### config.mk
export PLATFORM = sky130hd
export DESIGN_NAME = keypad_scanner
export DESIGN_NICKNAME = d
export VERILOG_FILES = /design/src/rtl/keypad_scanner.sv
export SDC_FILE = /design/constraint.sdc
export NUM_CORES = 1
export LEC_CHECK = 0
export BUFFER_PORTS_ARGS = -buffer_cell sky130_fd_sc_hd__buf_4
export CAP_MARGIN = 20
export CORE_UTILIZATION = 35
export DETAILED_ROUTE_END_ITERATION = 7
export PLACE_DENSITY_LB_ADDON = 0.05
export REMOVE_ABC_BUFFERS = 1
export SLEW_MARGIN = 20
export SYNTH_ARGS = -nofsm -noshare
export SYNTH_HDL_FRONTEND = slang
export SYNTH_SLANG_ARGS = --single-unit
### constraint.sdc
create_clock -name Clk -period 11.6 [get_ports Clk]
set_input_delay 0.58 -clock Clk [delete_from_list [all_inputs] [get_ports Clk]]
set_output_delay 0.58 -clock Clk [all_outputs]
set_load 0.01 [all_outputs]
### src/rtl/keypad_scanner.sv
// 4x4 matrix keypad scanner: column drive, row synchroniser, debounce, one KeyValid per press.
// Optional auto-repeat is enabled by defining TYPEMATIC_EN.
module keypad_scanner #(
  parameter int SCAN_DIV       = 1000,
  parameter int DEBOUNCE_SCANS = 4
`ifdef TYPEMATIC_EN
  ,
  parameter int REPEAT_DELAY_SCANS = 50,
  parameter int REPEAT_RATE_SCANS  = 10
`endif
) (
  input  logic       Clk,
  input  logic       Reset,
  input  logic [3:0] Row,
  output logic [3:0] Col,
  output logic [3:0] KeyCode,
  output logic       KeyValid,
  output logic       KeyHeld
);

  localparam int DW = $clog2(SCAN_DIV);
  localparam int CW = $clog2(DEBOUNCE_SCANS + 1);
  localparam logic [DW-1:0] DIV_LAST = DW'(SCAN_DIV - 1);
  localparam logic [CW-1:0] DB_N     = CW'(DEBOUNCE_SCANS);

  typedef enum logic [1:0] {IDLE, DEBOUNCE, PRESSED, RELEASE} state_t;

  state_t          state_q;
  logic [3:0]      row_meta_q, row_sync_q;
  logic [DW-1:0]   div_q;
  logic [1:0]      col_q;
  logic [1:0]      hits_q, hits_d;
  logic [3:0]      hit_key_q, key_d;
  logic [3:0]      cand_q;
  logic [CW-1:0]   cnt_q;
  logic [3:0]      key_code_q;
  logic            key_valid_q, key_held_q;

`ifdef TYPEMATIC_EN
  localparam int RW = $clog2(REPEAT_DELAY_SCANS + REPEAT_RATE_SCANS + 1);
  localparam logic [RW-1:0] RPT_DLY = RW'(REPEAT_DELAY_SCANS);
  localparam logic [RW-1:0] RPT_END = RW'(REPEAT_DELAY_SCANS + REPEAT_RATE_SCANS);
  logic [RW-1:0] rpt_q;
`endif

  logic       slot_end, scan_end, res_none, res_single;
  logic [3:0] row_low;
  logic [2:0] slot_n;
  logic [1:0] slot_row;

  function automatic logic [3:0] key_map(input logic [1:0] r, input logic [1:0] c);
    logic [3:0] k;
    case ({r, c})
      4'h0: k = 4'h1;  4'h1: k = 4'h2;  4'h2: k = 4'h3;  4'h3: k = 4'hA;
      4'h4: k = 4'h4;  4'h5: k = 4'h5;  4'h6: k = 4'h6;  4'h7: k = 4'hB;
      4'h8: k = 4'h7;  4'h9: k = 4'h8;  4'hA: k = 4'h9;  4'hB: k = 4'hC;
      4'hC: k = 4'hE;  4'hD: k = 4'h0;  4'hE: k = 4'hF;  default: k = 4'hD;
    endcase
    return k;
  endfunction

  assign slot_end = (div_q == DIV_LAST);
  assign scan_end = slot_end && (col_q == 2'd3);
  assign row_low  = ~row_sync_q;
  assign slot_n   = 3'($countones(row_low));

  always_comb begin
    slot_row = 2'd0;
    for (int r = 3; r >= 0; r--) begin
      if (row_low[r]) slot_row = 2'(r);
    end
  end

  // Fold the current slot into the running scan tally: 0 = none, 1 = single, 2 = multi.
  always_comb begin
    hits_d = hits_q;
    key_d  = hit_key_q;
    if (slot_n != 3'd0) begin
      if (hits_q == 2'd0 && slot_n == 3'd1) begin
        hits_d = 2'd1;
        key_d  = key_map(slot_row, col_q);
      end else begin
        hits_d = 2'd2;
      end
    end
  end

  assign res_none   = (hits_d == 2'd0);
  assign res_single = (hits_d == 2'd1);

  always_ff @(posedge Clk or posedge Reset) begin
    if (Reset) begin
      state_q     <= IDLE;
      row_meta_q  <= 4'hF;
      row_sync_q  <= 4'hF;
      div_q       <= '0;
      col_q       <= 2'd0;
      hits_q      <= 2'd0;
      hit_key_q   <= 4'h0;
      cand_q      <= 4'h0;
      cnt_q       <= '0;
      key_code_q  <= 4'h0;
      key_valid_q <= 1'b0;
      key_held_q  <= 1'b0;
`ifdef TYPEMATIC_EN
      rpt_q       <= '0;
`endif
    end else begin
      row_meta_q  <= Row;
      row_sync_q  <= row_meta_q;
      key_valid_q <= 1'b0;
      if (slot_end) begin
        div_q <= '0;
        col_q <= col_q + 2'd1;
        if (col_q == 2'd3) begin
          hits_q    <= 2'd0;
          hit_key_q <= 4'h0;
        end else begin
          hits_q    <= hits_d;
          hit_key_q <= key_d;
        end
      end else begin
        div_q <= div_q + 1'b1;
      end

      if (scan_end) begin
        case (state_q)
          IDLE: begin
            if (res_single) begin
              cand_q <= key_d;
              if (DEBOUNCE_SCANS == 1) begin
                state_q     <= PRESSED;
                key_code_q  <= key_d;
                key_valid_q <= 1'b1;
                key_held_q  <= 1'b1;
              end else begin
                state_q <= DEBOUNCE;
                cnt_q   <= CW'(1);
              end
            end
          end
          DEBOUNCE: begin
            if (res_single && key_d == cand_q) begin
              if (cnt_q + 1'b1 == DB_N) begin
                state_q     <= PRESSED;
                cnt_q       <= '0;
                key_code_q  <= cand_q;
                key_valid_q <= 1'b1;
                key_held_q  <= 1'b1;
              end else begin
                cnt_q <= cnt_q + 1'b1;
              end
            end else begin
              state_q <= IDLE;
              cnt_q   <= '0;
            end
          end
          PRESSED: begin
            if (res_none) begin
`ifdef TYPEMATIC_EN
              rpt_q <= '0;
`endif
              if (DEBOUNCE_SCANS == 1) begin
                state_q    <= IDLE;
                key_held_q <= 1'b0;
              end else begin
                state_q <= RELEASE;
                cnt_q   <= CW'(1);
              end
            end
`ifdef TYPEMATIC_EN
            else if (res_single && key_d == key_code_q) begin
              if (rpt_q + 1'b1 == RPT_END) begin
                rpt_q       <= RPT_DLY;
                key_valid_q <= 1'b1;
              end else begin
                rpt_q <= rpt_q + 1'b1;
                if (rpt_q + 1'b1 == RPT_DLY) key_valid_q <= 1'b1;
              end
            end
`endif
          end
          default: begin
            // Any contact during release debounce re-enters PRESSED silently.
            if (res_none) begin
              if (cnt_q + 1'b1 == DB_N) begin
                state_q    <= IDLE;
                cnt_q      <= '0;
                key_held_q <= 1'b0;
              end else begin
                cnt_q <= cnt_q + 1'b1;
              end
            end else begin
              state_q <= PRESSED;
              cnt_q   <= '0;
            end
          end
        endcase
      end
    end
  end

  assign Col      = ~(4'b0001 << col_q);
  assign KeyCode  = key_code_q;
  assign KeyValid = key_valid_q;
  assign KeyHeld  = key_held_q;

endmodule

==> Word level (Yosys, flattened, before mapping) <==
Memories as Yosys holds them, arrays and structs flattened.
Index checks and enable logic that the tools add are counted.
{ "classes": {"n_addsub": 6, "mul": 0, "n_div": 0, "magnitude_cmp": 0, "n_eq_ne": 13, "n_shift": 1, "mux": 33, "bitwise": 3, "reduce_logical": 14} }
{ "ops": {"columns": ["op", "count"], "rows": [
  ["$mux 2", 13],
  ["$mux 3", 5],
  ["$mux 4", 3],
  ["$add 10x1->10 const B", 1],
  ["$eq 10x10->1 const B", 1],
  ["$mux 10", 1],
  ["$reduce_and 5->1", 2],
  ["$pmux 3 s3", 1],
  ["$mux 1", 8],
  ["$not 4->4", 2],
  ["$logic_not 2->1", 3],
  ["$ne 2x2->1 const B", 3],
  ["$pmux 2 s3", 1],
  ["$reduce_and 3->1", 2],
  ["$ne 5x1->1 const B", 1],
  ["$add 1x1->2", 2],
  ["$eq 2x1->1 const B", 2],
  ["$eq 2x2->1 const B", 2],
  ["$eq 4x4->1", 1],
  ["$reduce_and 4->1", 1],
  ["$shl 1x2->4 const A", 1],
  ["$add 2x2->3", 1],
  ["$add 3x1->3 const B", 1],
  ["$eq 3x1->1 const B", 1],
  ["other kinds (9)", 11]
]} }
{ "word_totals": {"regBits": 41, "latch_bits": 0, "ram_bits": 0, "rom_bits": 64, "in_bits": 6, "out_inout_bits": 10, "elab_cells": 83, "mem_count": 1} }
{ "mem_list": {"columns": ["memory", "words", "word_bits", "read_ports", "rd_clocked_by_memory_dff", "wr", "line_no", "source"], "rows": [
  ["(no name shown)", 16, 4, 1, 0, 0, "53", "case ({r, c})"]
]} }

==> Longest topological paths before layout <==
An unclocked memory read counts as a cell.
{ "depth": {"depth_word": 13, "depth_mapped": 11, "ltp_nobuf": 11} }

==> Worst setup path after synthesis <==
No wires, ideal clock.
{ "synth_path": {"path_kind": "flip-flop to flip-flop", "from": "register row_sync_q[0]", "to": "register state_q[0]", "setup_time_ps": 128, "arrival_ps": 3532, "required_time_ps": 11472, "path_slack_ps": 7941, "stages_incl_launch_ff": 12, "path_buffers": 0, "synth_period_minus_slack_ps": 3659, "path_cell_list": "dfstp_2 > fa_1 > inv_1 > ha_1 > ha_1 > nor4_2 > nand2_1 > o41ai_2 > xor2_1 > a2111oi_4 > a221oi_2 > mux2_1"} }
{ "synth_via": {"elab_chain_cells": 11, "elab_cells_between_ends": 24, "classes_between": "add/sub (2); eq/ne (7); mux (8); bitwise (1); reduce/logical (5); memory (1)"} }
{ "synth_rtl": {"columns": ["element", "line_no", "source"], "rows": [
  ["start, declared", "29", "logic [3:0] row_meta_q, row_sync_q;"],
  ["start signal, assigned", "110", "row_sync_q <= row_meta_q;"],
  ["$not 4->4 *", "64", "assign row_low = ~row_sync_q;"],
  ["$add 1x1->2 (not written as such)", "65", "assign slot_n = 3'($countones(row_low));"],
  ["$add 2x2->3 (not written as such)", "65", null],
  ["$eq 3x1->1", "79", "if (hits_q == 2'd0 && slot_n == 3'd1) begin"],
  ["$logic_and 1x1->1", "79", null],
  ["$mux 4 or $mux 2 (tied branches)", "79", null],
  ["$mux 4 or $mux 2 (tied branches)", "78", "if (slot_n != 3'd0) begin"],
  ["$eq 4x4->1 or $eq 2x1->1 (tied branches)", "143, 89", null],
  ["$logic_and 1x1->1", "143", "if (res_single && key_d == cand_q) begin"],
  ["$ne 3x3->1 (no source line) or $mux 2 (tied branches)", null, null],
  ["$reduce_and 5->1 (no source line) or $pmux 2 s3 (tied branches)", null, null],
  ["end signal, assigned", "137", "state_q <= DEBOUNCE;"],
  ["end signal, assigned", "145", "state_q <= PRESSED;"],
  ["end signal, assigned", "154", "state_q <= IDLE;"],
  ["end, declared", "28", "state_t state_q;"]
]} }
Mark *: on every way between the ends. The rest lies on a longest branch, timed or not.
A chain may end at the register's enable or synchronous reset.

==> Final worst setup path <==
{ "layout_path": {"from": "register row_sync_q[0]", "to": "register key_code_q[2] (netlist: KeyCode[2])"} }
{ "layout_via": {"elab_chain_cells": 10, "elab_cells_between_ends": 16, "classes_between": "add/sub (2); eq/ne (3); mux (5); bitwise (1); reduce/logical (4); memory (1)"} }
{ "layout_rtl": {"columns": ["element", "line_no", "source"], "rows": [
  ["$not 4->4 *", "64", null],
  ["$add 1x1->2 (not written as such)", "65", null],
  ["$add 2x2->3 (not written as such)", "65", null],
  ["$eq 3x1->1", "79", null],
  ["$logic_and 1x1->1", "79", null],
  ["$mux 4 or $mux 2 (tied branches)", "79", null],
  ["$mux 4 or $mux 2 (tied branches)", "78", null],
  ["$eq 4x4->1 or $eq 2x1->1 (tied branches)", "143, 89", null],
  ["$logic_and 1x1->1 *", "143", null],
  ["$reduce_and 4->1 (no source line) *", null, null],
  ["end signal, assigned", "133", "key_code_q <= key_d;"],
  ["end signal, assigned", "147", "key_code_q <= cand_q;"],
  ["end, declared", "36", "logic [3:0] key_code_q;"]
]} }
Marked as above.

==> out/results.tsv <==
metric	value	unit
drt_iter0_drc	81	
worst_pin_slew	649	ps
synth_top_area_cell	dfrtp_1	
crit_arrival	4280	ps
whs	358	ps
synth_cell_type_count	54	
drcViolationCount	0	
path_cells	fa_1 > inv_1 > ha_1 > ha_1 > nor4_2 > nand2_1 > o41ai_2 > xor2_1 > a2111oi_4 > nand2_4 > mux2_1	
crit_path_end_kind	flop	
clkTransAtPathRegs	80	ps
cp_common_cell	ha_1	
placement.io_buffers	15	
fin_crit	4100	ps
core	0.00642	sq mm
ctsResizeCount	0	
max-cap-violations	0	
netlist_instances	232	
leakagePower	1.19	nW
critPathRequiredTime	11780	ps
io_pins	16	
rows	29	
start_kind	flop	
vias_per_cell	5.05	
gr-total-overflow	0	
syn-cell-area	0.00236	sq mm
hold_violations	0	
postSynth.asyncResetShare	100	%
die_area	0.00709	sq mm
syn2layout_area_growth	12.9	%
slowest_delay	670	ps
nNetsFinal	276	
grt_start_max_net_pins	42	
final_cells	330	
maxSlewHeadroom	56.7	%
hp-class	reg -> reg	
skew	4.81	ps
hold_buffers	0	
crit_path_max_fanout	7	
fmax	0.244	GHz
rsz0062_at_grt	no	
slowest_stage	a2111oi_4	
fin_tns_setup	0	ps
status	finished clean	
fp.dieH	84.2	um
start_util	36.8	%
synth-seq-cells	41	
die_w	84.2	um
synth_ff_type	dfrtp_1	
detail_route.wl_per_cell	14.4	um
numCtsBuffers	5	
setup_viol	0	
gp_congestion	0.812	
min_period_over_period	35.3	%
clock-sinks	41	
track_usage	14.6	%
diodes	0	
crit_type	reg -> reg	
dp_cells	322	
dr.pass1.iters	4	
syn_avg_cell_area	10.2	sq um
synth_edf_count	0	
cts_buffer_depth	2	
grt_pass1_vias	1697	
post_cts_buffers	0	
slew_violations	0	
yosys_warnings	0	
yosysSeqAreaShare	43.8	%
dpl.hpwl	3.45	mm
cts_tree	yes	
drt-total-wl	4.75	mm
synth_top_area_share	34.9	%
drtAntennaViolNets	0	
antenna_found_initial	0	
ys_top_cells_by_area	dfrtp_1 (35%), ha_1 (9.0%), dfstp_2 (8.9%)	
vias	1665	
drive_gt1_share	20.9	%
grt_pass1_wl	8.15	mm
power.density	104	mW/mm^2
htreeDepth	2	
worst_skew_pair.late_latency	290	ps
root_buffer	clkbuf_8	
vdd_ir_drop_max	0.0000483	V
-- routing by layer --
layer | vias up | routed length [um] | global-route usage (%)
met5 | - | 0 | 0
met1 | 775 | 2330 | 19.0
met4 | 0 | 34 | 4.23
met3 | 4 | 116 | 2.75
li1 | 858 | - | -
met2 | 28 | 2260 | 24.9
-- registers in the layout (all words and copies together), names as in the netlist --
signal	count
div_q	10
KeyCode	4
cand_q	4
hit_key_q	4
row_meta_q	4
row_sync_q	4
cnt_q	3
col_q	2
hits_q	2
state_q	2
KeyHeld	1
KeyValid	1
-- cell usage after synthesis, types with 3 or more instances --
library cell	number
a21oi_1	11
o211ai_1	3
inv_1	20
o31ai_1	3
mux2_1	3
dfrtp_1	33
o21ai_0	8
xor2_1	6
ha_1	17
nor2_1	22
o21ai_1	3
clkbuf_1	3
nand2_1	23
nor3_1	3
mux2_2	3
xnor2_1	6
dfstp_2	8
nor4_1	4
nand3_1	9
nand2b_1	4
a22o_1	4
-- metrics by stage --
step | total power, mW | setup slack [ps] | cell area, sq um | utilization (%)
global placement | 0.184 | 7620 | 2580 | 40.1
global route | 0.293 | 7250 | 2670 | 41.5
floorplan | 0.176 | 7940 | 2350 | -
detailed placement | 0.184 | 7530 | 2580 | 40.1
CTS | 0.284 | 7500 | 2670 | 41.5
finish | 0.279 | 7500 | 2670 | 41.5
-- final timing paths --
kind                                              start                      end  slack [ps]  cells after the start
worst min-delay path            row_meta_q[2]$_DFF_PP1_  row_sync_q[2]$_DFF_PP1_         360                      0
max in group asynchronous                         Reset  row_meta_q[1]$_DFF_PP1_       10820                      3
worst max register to register  row_sync_q[0]$_DFF_PP1_   KeyCode[2]$_DFFE_PP0P_        7500                     11
worst min register to register  row_meta_q[2]$_DFF_PP1_  row_sync_q[2]$_DFF_PP1_         360                      0
worst max-delay path            row_sync_q[0]$_DFF_PP1_   KeyCode[2]$_DFFE_PP0P_        7500                     11
min in group asynchronous                         Reset     col_q[0]$_DFFE_PP0N_         420                      3
-- kinds of logic (layout without fill, tap and decap cells) --
group | count (synthesis) | in the layout | synth area share (%)
buffers and inverters | 24 | 45 | 3.86
DFF | 41 | 41 | 43.8
muxes | 9 | 9 | 4.55
AOI/OAI and AO/OA | 52 | 52 | 17.2
and+or+nand+nor | 76 | 76 | 16.3
adders and majority gates | 18 | 18 | 9.85
xor gates and xnor gates | 12 | 12 | 4.45
-- report_power, final --
group	total, mW	internal, mW	switching [mW]
clock network	0.0976	0.0428	0.0548
logic	0.0340	0.0127	0.0214
registers	0.147	0.145	0.00152
total	0.279	0.201	0.0777
-- layout by cell type, fill, tap and decap left out, drive strengths merged, types with 2 or more instances in the layout --
cell type	count
a211o	2
a21oi	11
a221oi	3
a22o	4
a31o	2
a31oi	2
buf	17
clkbuf	5
clkinv	2
dfrtp	33
dfstp	8
ha	17
inv	20
mux2	8
nand2	24
nand2b	4
nand3	9
nor2	23
nor3	3
nor4	5
o211ai	3
o21ai	11
o31ai	3
o41ai	2
or4	2
xnor2	6
xor2	6
-- worst max-delay path, delay by kind of cell (launching register included) --
kind | cells | cell delay [ps]
adder cells (fa/ha/maj) | 3 | 1070
AO/OA/AOI/OAI | 2 | 1180
flip-flops | 1 | 410
multiplexers | 1 | 350
buffers and inverters | 1 | 40
XOR/XNOR | 1 | 210
AND/OR/NAND/NOR | 3 | 710
-- layout make-up --
cell class	instances	area [sq um]
repair buffers	17	128
fillers	623	3750
multi-input cells	167	1240
flip-flops and latches	41	1040
well taps	77	96.3
clock inverters	3	21.3
inverters	20	75.1
clock buffers	5	68.8
No activity file was read; power rests on OpenSTA's default activity.
